**config.mk**
```make
export PLATFORM = sky130hd
export DESIGN_NAME = ex_div_seq
export DESIGN_NICKNAME = d
export VERILOG_FILES = /design/src/rtl/ex_div_seq.sv
export SDC_FILE = /design/constraint.sdc
export NUM_CORES = 1
export LEC_CHECK = 0
export ABC_AREA = 1
export CAP_MARGIN = 20
export CORE_MARGIN = 1
export CORE_UTILIZATION = 56
export DETAILED_ROUTE_END_ITERATION = 6
export DONT_BUFFER_PORTS = 1
export GPL_TIMING_DRIVEN = 0
export PLACE_DENSITY = 0.71
export REMOVE_ABC_BUFFERS = 1
export SLEW_MARGIN = 10
export SYNTH_ARGS = -nofsm -noshare
export SYNTH_HDL_FRONTEND = slang
export SYNTH_SLANG_ARGS = --single-unit
```
**constraint.sdc**
```tcl
create_clock -name clk -period 4.9 [get_ports clk]
set_clock_uncertainty 0.1 [all_clocks]
set_input_delay 0.98 -clock clk [delete_from_list [all_inputs] [get_ports clk]]
set_output_delay 0.98 -clock clk [all_outputs]
set_load 0.03 [all_outputs]
```
**src/rtl/ex_div_seq.sv**
```systemverilog
// Multi-cycle RV32M divide/remainder sequencer (radix-2 restoring), stalling EX until done.
// Divide-by-zero and signed overflow finish in one stall cycle; a flush aborts at any point.
module ex_div_seq #(
    parameter int WIDTH = 32,
    parameter int CNT_W = 5
) (
    input  logic             clk,
    input  logic             rst_n,
    input  logic             start_i,
    input  logic             signed_i,
    input  logic             rem_sel_i,
    input  logic [WIDTH-1:0] dividend_i,
    input  logic [WIDTH-1:0] divisor_i,
    input  logic             cancel_i,
    output logic [WIDTH-1:0] result_o,
    output logic             ready_o,
    output logic             stall_req_o
);

    typedef enum logic [1:0] {IDLE, CALC, DONE} state_t;

    localparam logic [WIDTH-1:0] MinInt = {1'b1, {(WIDTH-1){1'b0}}};

    state_t           state_q, state_d;
    logic [CNT_W-1:0] cnt_q, cnt_d;
    logic [WIDTH-1:0] rem_q, rem_d, quo_q, quo_d, dvs_q, dvs_d, result_q, result_d;
    logic             negQuo_q, negQuo_d, negRem_q, negRem_d, remSel_q, remSel_d;

    logic             dvdNeg, dvsNeg;
    logic [WIDTH-1:0] dvdMag, dvsMag, stepRem, stepQuo, fixQuo, fixRem;
    logic [WIDTH:0]   trial;

    always_comb begin
        dvdNeg = signed_i & dividend_i[WIDTH-1];
        dvsNeg = signed_i & divisor_i[WIDTH-1];
        dvdMag = dvdNeg ? -dividend_i : dividend_i;
        dvsMag = dvsNeg ? -divisor_i : divisor_i;
        // The partial remainder stays below the divisor, so one extra bit holds the trial difference.
        trial  = {rem_q, quo_q[WIDTH-1]} - {1'b0, dvs_q};
        if (trial[WIDTH]) begin
            stepRem = {rem_q[WIDTH-2:0], quo_q[WIDTH-1]};
            stepQuo = {quo_q[WIDTH-2:0], 1'b0};
        end else begin
            stepRem = trial[WIDTH-1:0];
            stepQuo = {quo_q[WIDTH-2:0], 1'b1};
        end
        fixQuo = negQuo_q ? -stepQuo : stepQuo;
        fixRem = negRem_q ? -stepRem : stepRem;
    end

    always_comb begin
        state_d     = state_q;
        cnt_d       = cnt_q;
        rem_d       = rem_q;
        quo_d       = quo_q;
        dvs_d       = dvs_q;
        result_d    = result_q;
        negQuo_d    = negQuo_q;
        negRem_d    = negRem_q;
        remSel_d    = remSel_q;
        stall_req_o = 1'b0;
        ready_o     = 1'b0;
        case (state_q)
            IDLE: begin
                stall_req_o = start_i;
                if (start_i) begin
                    remSel_d = rem_sel_i;
                    if (divisor_i == '0) begin
                        result_d = rem_sel_i ? dividend_i : '1;
                        state_d  = DONE;
                    end else if (signed_i && dividend_i == MinInt && divisor_i == '1) begin
                        result_d = rem_sel_i ? '0 : MinInt;
                        state_d  = DONE;
                    end else begin
                        rem_d    = '0;
                        quo_d    = dvdMag;
                        dvs_d    = dvsMag;
                        negQuo_d = dvdNeg ^ dvsNeg;
                        negRem_d = dvdNeg;
                        cnt_d    = '0;
                        state_d  = CALC;
                    end
                end
            end
            CALC: begin
                stall_req_o = 1'b1;
                rem_d       = stepRem;
                quo_d       = stepQuo;
                cnt_d       = cnt_q + CNT_W'(1);
                if (cnt_q == CNT_W'(WIDTH-1)) begin
                    result_d = remSel_q ? fixRem : fixQuo;
                    state_d  = DONE;
                end
            end
            DONE: begin
                ready_o = 1'b1;
                state_d = IDLE;
            end
            default: state_d = IDLE;
        endcase
        // A flush overrides everything, and nothing asks for a stall while reset is held.
        if (cancel_i) begin
            state_d     = IDLE;
            cnt_d       = '0;
            result_d    = result_q;
            ready_o     = 1'b0;
            stall_req_o = 1'b0;
        end
        if (!rst_n) begin
            stall_req_o = 1'b0;
        end
    end

    always_ff @(posedge clk or negedge rst_n) begin
        if (!rst_n) begin
            state_q  <= IDLE;
            cnt_q    <= '0;
            rem_q    <= '0;
            quo_q    <= '0;
            dvs_q    <= '0;
            result_q <= '0;
            negQuo_q <= 1'b0;
            negRem_q <= 1'b0;
            remSel_q <= 1'b0;
        end else begin
            state_q  <= state_d;
            cnt_q    <= cnt_d;
            rem_q    <= rem_d;
            quo_q    <= quo_d;
            dvs_q    <= dvs_d;
            result_q <= result_d;
            negQuo_q <= negQuo_d;
            negRem_q <= negRem_d;
            remSel_q <= remSel_d;
        end
    end

    assign result_o = result_q;

endmodule

```
==> metrics list <==
- The run finished with clean final reports.
- Global routing finished with a remaining overflow of 0.
- dfrtp_1 takes more of the synthesized area than any other cell.
- During placement, the flow inserted port buffers numbering 0.
- After floorplanning, the core was sized to cover 22920 um^2.
- Count of vias placed by the detailed router: 14.23k
- Final Hold Slack: roughly 140 ps
- In this run the post-CTS setup repair buffer count came out at 0.
- For this run, design rule violations remaining after detail routing come to 0.
- The setup check on the worst reg-to-reg path leaves a slack of 450 ps.
- For this block, the routed nets add up to 44.18 mm of wire.
- Pre-CTS setup slack: -442.1 ps
- Die Y: 155.9 um
- The initial utilization of the core area, before any placement, comes to 0.5791.
- The internal power of the cells totals 4.704 mW.
* Number of buffers on the longest clock path: 2
- In the final layout, the multi-input gates occupy roughly 8300 um^2.
- Max-cap violation count: 0
* Number of setup violations in the final report: 0
* Power density of the placed cells: 787.1 nW/um^2
- Total Power: approximately 11 mW
- Summing every instance area after synthesis gives 13270 um^2.
- The later pin in the worst-skew pair is clocked with a latency of between 400 and 500 ps.
- The number of antenna diodes in the final layout is 0.
- Post-DP HPWL: 33.12 mm
- Of the post-synthesis cell area, the dominant cell type holds 0.2602.
- between 100 and 150 I/O pins were placed.
- Data arrival time of the critical path: 4900 ps
* Switching part of the total power: 0.5759
- Clock tree synthesis found a total of ~140 sinks.
- The worst register-to-register path ends at result_o[20].
- The floorplan has 55 rows.
- nand2_1 is the most common cell in the netlist.
- Setup repair after global routing left no endpoint under its margin.
- Yosys mapped the design onto 52 distinct sky130hd cell types.
* Startpoint of the lowest-slack register-to-register path: quo_q[31]
- Total global-route track usage: 0.3680
- The sequential cells in the finished layout cover a total of between 3000 and 4000 um^2.
- Clock root buffer master: clkbuf_16
- For this run, the leading register cell type out of synthesis is dfrtp_1.
- Maximum operating frequency: 213.2 MHz
- Relative to the synthesized area, the layout overhead comes to 6.185%.
* Maximum fanout count along the critical path: 26
* Part of the power in registers: 0.209
- Synthesis-stage register bit count: between 100 and 150
- The tightest min-delay check is of the in -> async type.
- Worst supply voltage drop on vdd: 0.6629 mV
- Max Slew Vio Count: 0
- For this run, the detailed router's first-pass iteration total came to 6.
- The worst pin sits at a relative slew slack of 0.3338.
- In the final design database the tool counted around 2.3k nets.
* Number of global-route vias before repair: 12.72k
- Cts bufs inserted: 17
* Worst path required time: 5110 ps
- Measured on the finished design, the core utilization comes to 0.6149.
- Die outline width: 155.9 um
* Routability cong.: 0.9748
* Wire length of the first global-routing pass: 68.66 mm
- For this design the static power due to leakage is 7.271 nW.
- Ranking of synthesized cells by area: dfrtp_1 (26%), nand2_1 (19%), inv_1 (8.8%)
* Initial antenna violation count: 1
* Clock-pin transition on the worst setup and hold timing paths: 70 ps
- At the pin with the least slew margin, the transition time is 990.1 ps.
- Launching element type of the critical path: input port
* Most common library cells after synthesis: nand2_1 (687), inv_1 (311), nor2_1 (204)
- Capturing element type of the critical path: flip-flop
- Count of mapped cells out of synthesis: between 2k and 2.5k
* CTS tree: done
- R2R cell count: 26
- In the final layout, the share of cells above drive strength 1 is 0.06267.
- Logic gate share of total power: 0.664
- Number of nets with antenna violations after routing: 0
* Proportion of synthesized chip area in sequential cells: 0.2602
- Largest net degree at the start of global routing: 140
* Final count of hold timing violations: 0
* Final worst-path setup slack: 209.4 ps
* Yosys Warn Count: 0
- The first routing iteration left 1634 violations.
* Final worst path period share: 0.9573
* Final worst path period need: 4691 ps
* # fillers: 2312
- Of the total power, the clock network draws 0.127.
- Worst Path Class, Setup: in -> reg
- For this design the total switching power over the nets is approximately 6.4 mW.
- After detailed routing, the number of vias per cell comes to 5.730.
- H-tree depth: 4
- Counting flops with a built-in enable in the synthesized netlist gives 0.
- The average instance in the mapped netlist occupies 6.018 um^2.
* Die ar.: 24320 um^2
* Synth async-reset ratio: 1.000
- Dividing the detail-routed wire length by the instance count gives approximately 18 um.
routing by layer:
metal,up-vias,wire [um],GRT usage
li1,7001,-,-
met4,2,1243,0.1074
met3,74,3864,0.07556
met5,-,8,0
met2,621,19270,0.5623
met1,6530,19800,0.5219
flip-flops by register name, summed over array words and instances (netlist names), 2 cells and up:
signal,count
dvs_q,32
rem_q,32
quo_q,32
cnt_q,5
state_q,2
result_o,32
cell type report:
class,count,share of cell area
inverter,328,0.08773
timing repair buffer,5,0.008702
clock buffer,17,0.03019
clock inverter,13,0.01367
sequential,138,0.2452
tap,313,0.02779
multi-input combinational,1669,0.5868
placed cells by master, fill, tap and decap left out, types with 5 or more instances in the layout:
cell,count
o21ai_1,18
inv_2,13
inv_1,310
or2_2,6
xnor2_1,13
nor4_1,9
ha_1,39
nor2_2,10
o211ai_1,14
o22ai_1,40
nand2_2,34
nand4_1,31
xor2_1,40
a31oi_1,6
clkbuf_16,17
o21ai_0,179
nand3_1,148
nand2_1,686
a21oi_1,92
nor2_1,203
nand3b_1,7
nand2_4,12
dfrtp_1,137
o31ai_1,5
o21bai_1,5
nor3_1,31
critical path, stage by stage:
cell     delay, ps
inv_1           80
ha_1           180
inv_1           60
nor3_1         230
nand2_1        160
nor3_2         310
nand3_1        230
nor2_1         170
nand4_1        180
nor2_1         410
nand3_1        200
nand3_1        170
nand2_2        360
buf_16         310
inv_1          510
o21ai_0        180
inv_1           90
a21oi_1         60
cells by family after synthesis:
logic type | Yosys count | synth area share
AO/OA/AOI/OAI | 380 | 0.1584
buffers and inverters | 400 | 0.1214
AND/OR/NAND/NOR | 1194 | 0.3867
adder cells (fa/ha/maj) | 40 | 0.03828
flip-flops | 138 | 0.2602
XOR/XNOR | 53 | 0.03498
power by group through the flow:
stage	clock (mW)	combinational (mW)	sequential, mW
finish	1.41	7.36	2.32
global route	1.47	8.22	2.38
CTS	1.42	7.15	2.31
detailed placement	0	7.10	2.32
global placement	0	6.90	2.33
floorplan	0	5.34	2.18
per-stage QoR:
step	std cells	instance area (um^2)	setup TNS, ps
CTS	2481	14050	0
global route	2483	14090	0
floorplan	2133	12890	-3191
detailed placement	2451	13430	-20860
global placement	2446	13280	-190250
finish	2483	14090	0
worst max path at each step:
stage                        startpoint            to  slack, ps  cells after the start
after global placement       state_q[0]  result_o[15]      -3610                     10
after CTS                     quo_q[31]  result_o[26]         30                     28
after detailed placement  dividend_i[1]      quo_q[1]       -440                     14
final                     dividend_i[1]  result_o[15]        210                     18
after floorplan              state_q[0]  result_o[15]       -310                     10
after global routing      dividend_i[1]  result_o[11]         20                     18
timing repair:
action,in CTS,in global routing
pin swaps,0,1
cloned,0,2
hold buffers,0,0
endpoints found under the hold margin,0,0
resized for setup,1,3
setup endpoints to repair,5,8
No activity file was read; power rests on OpenSTA's default activity.
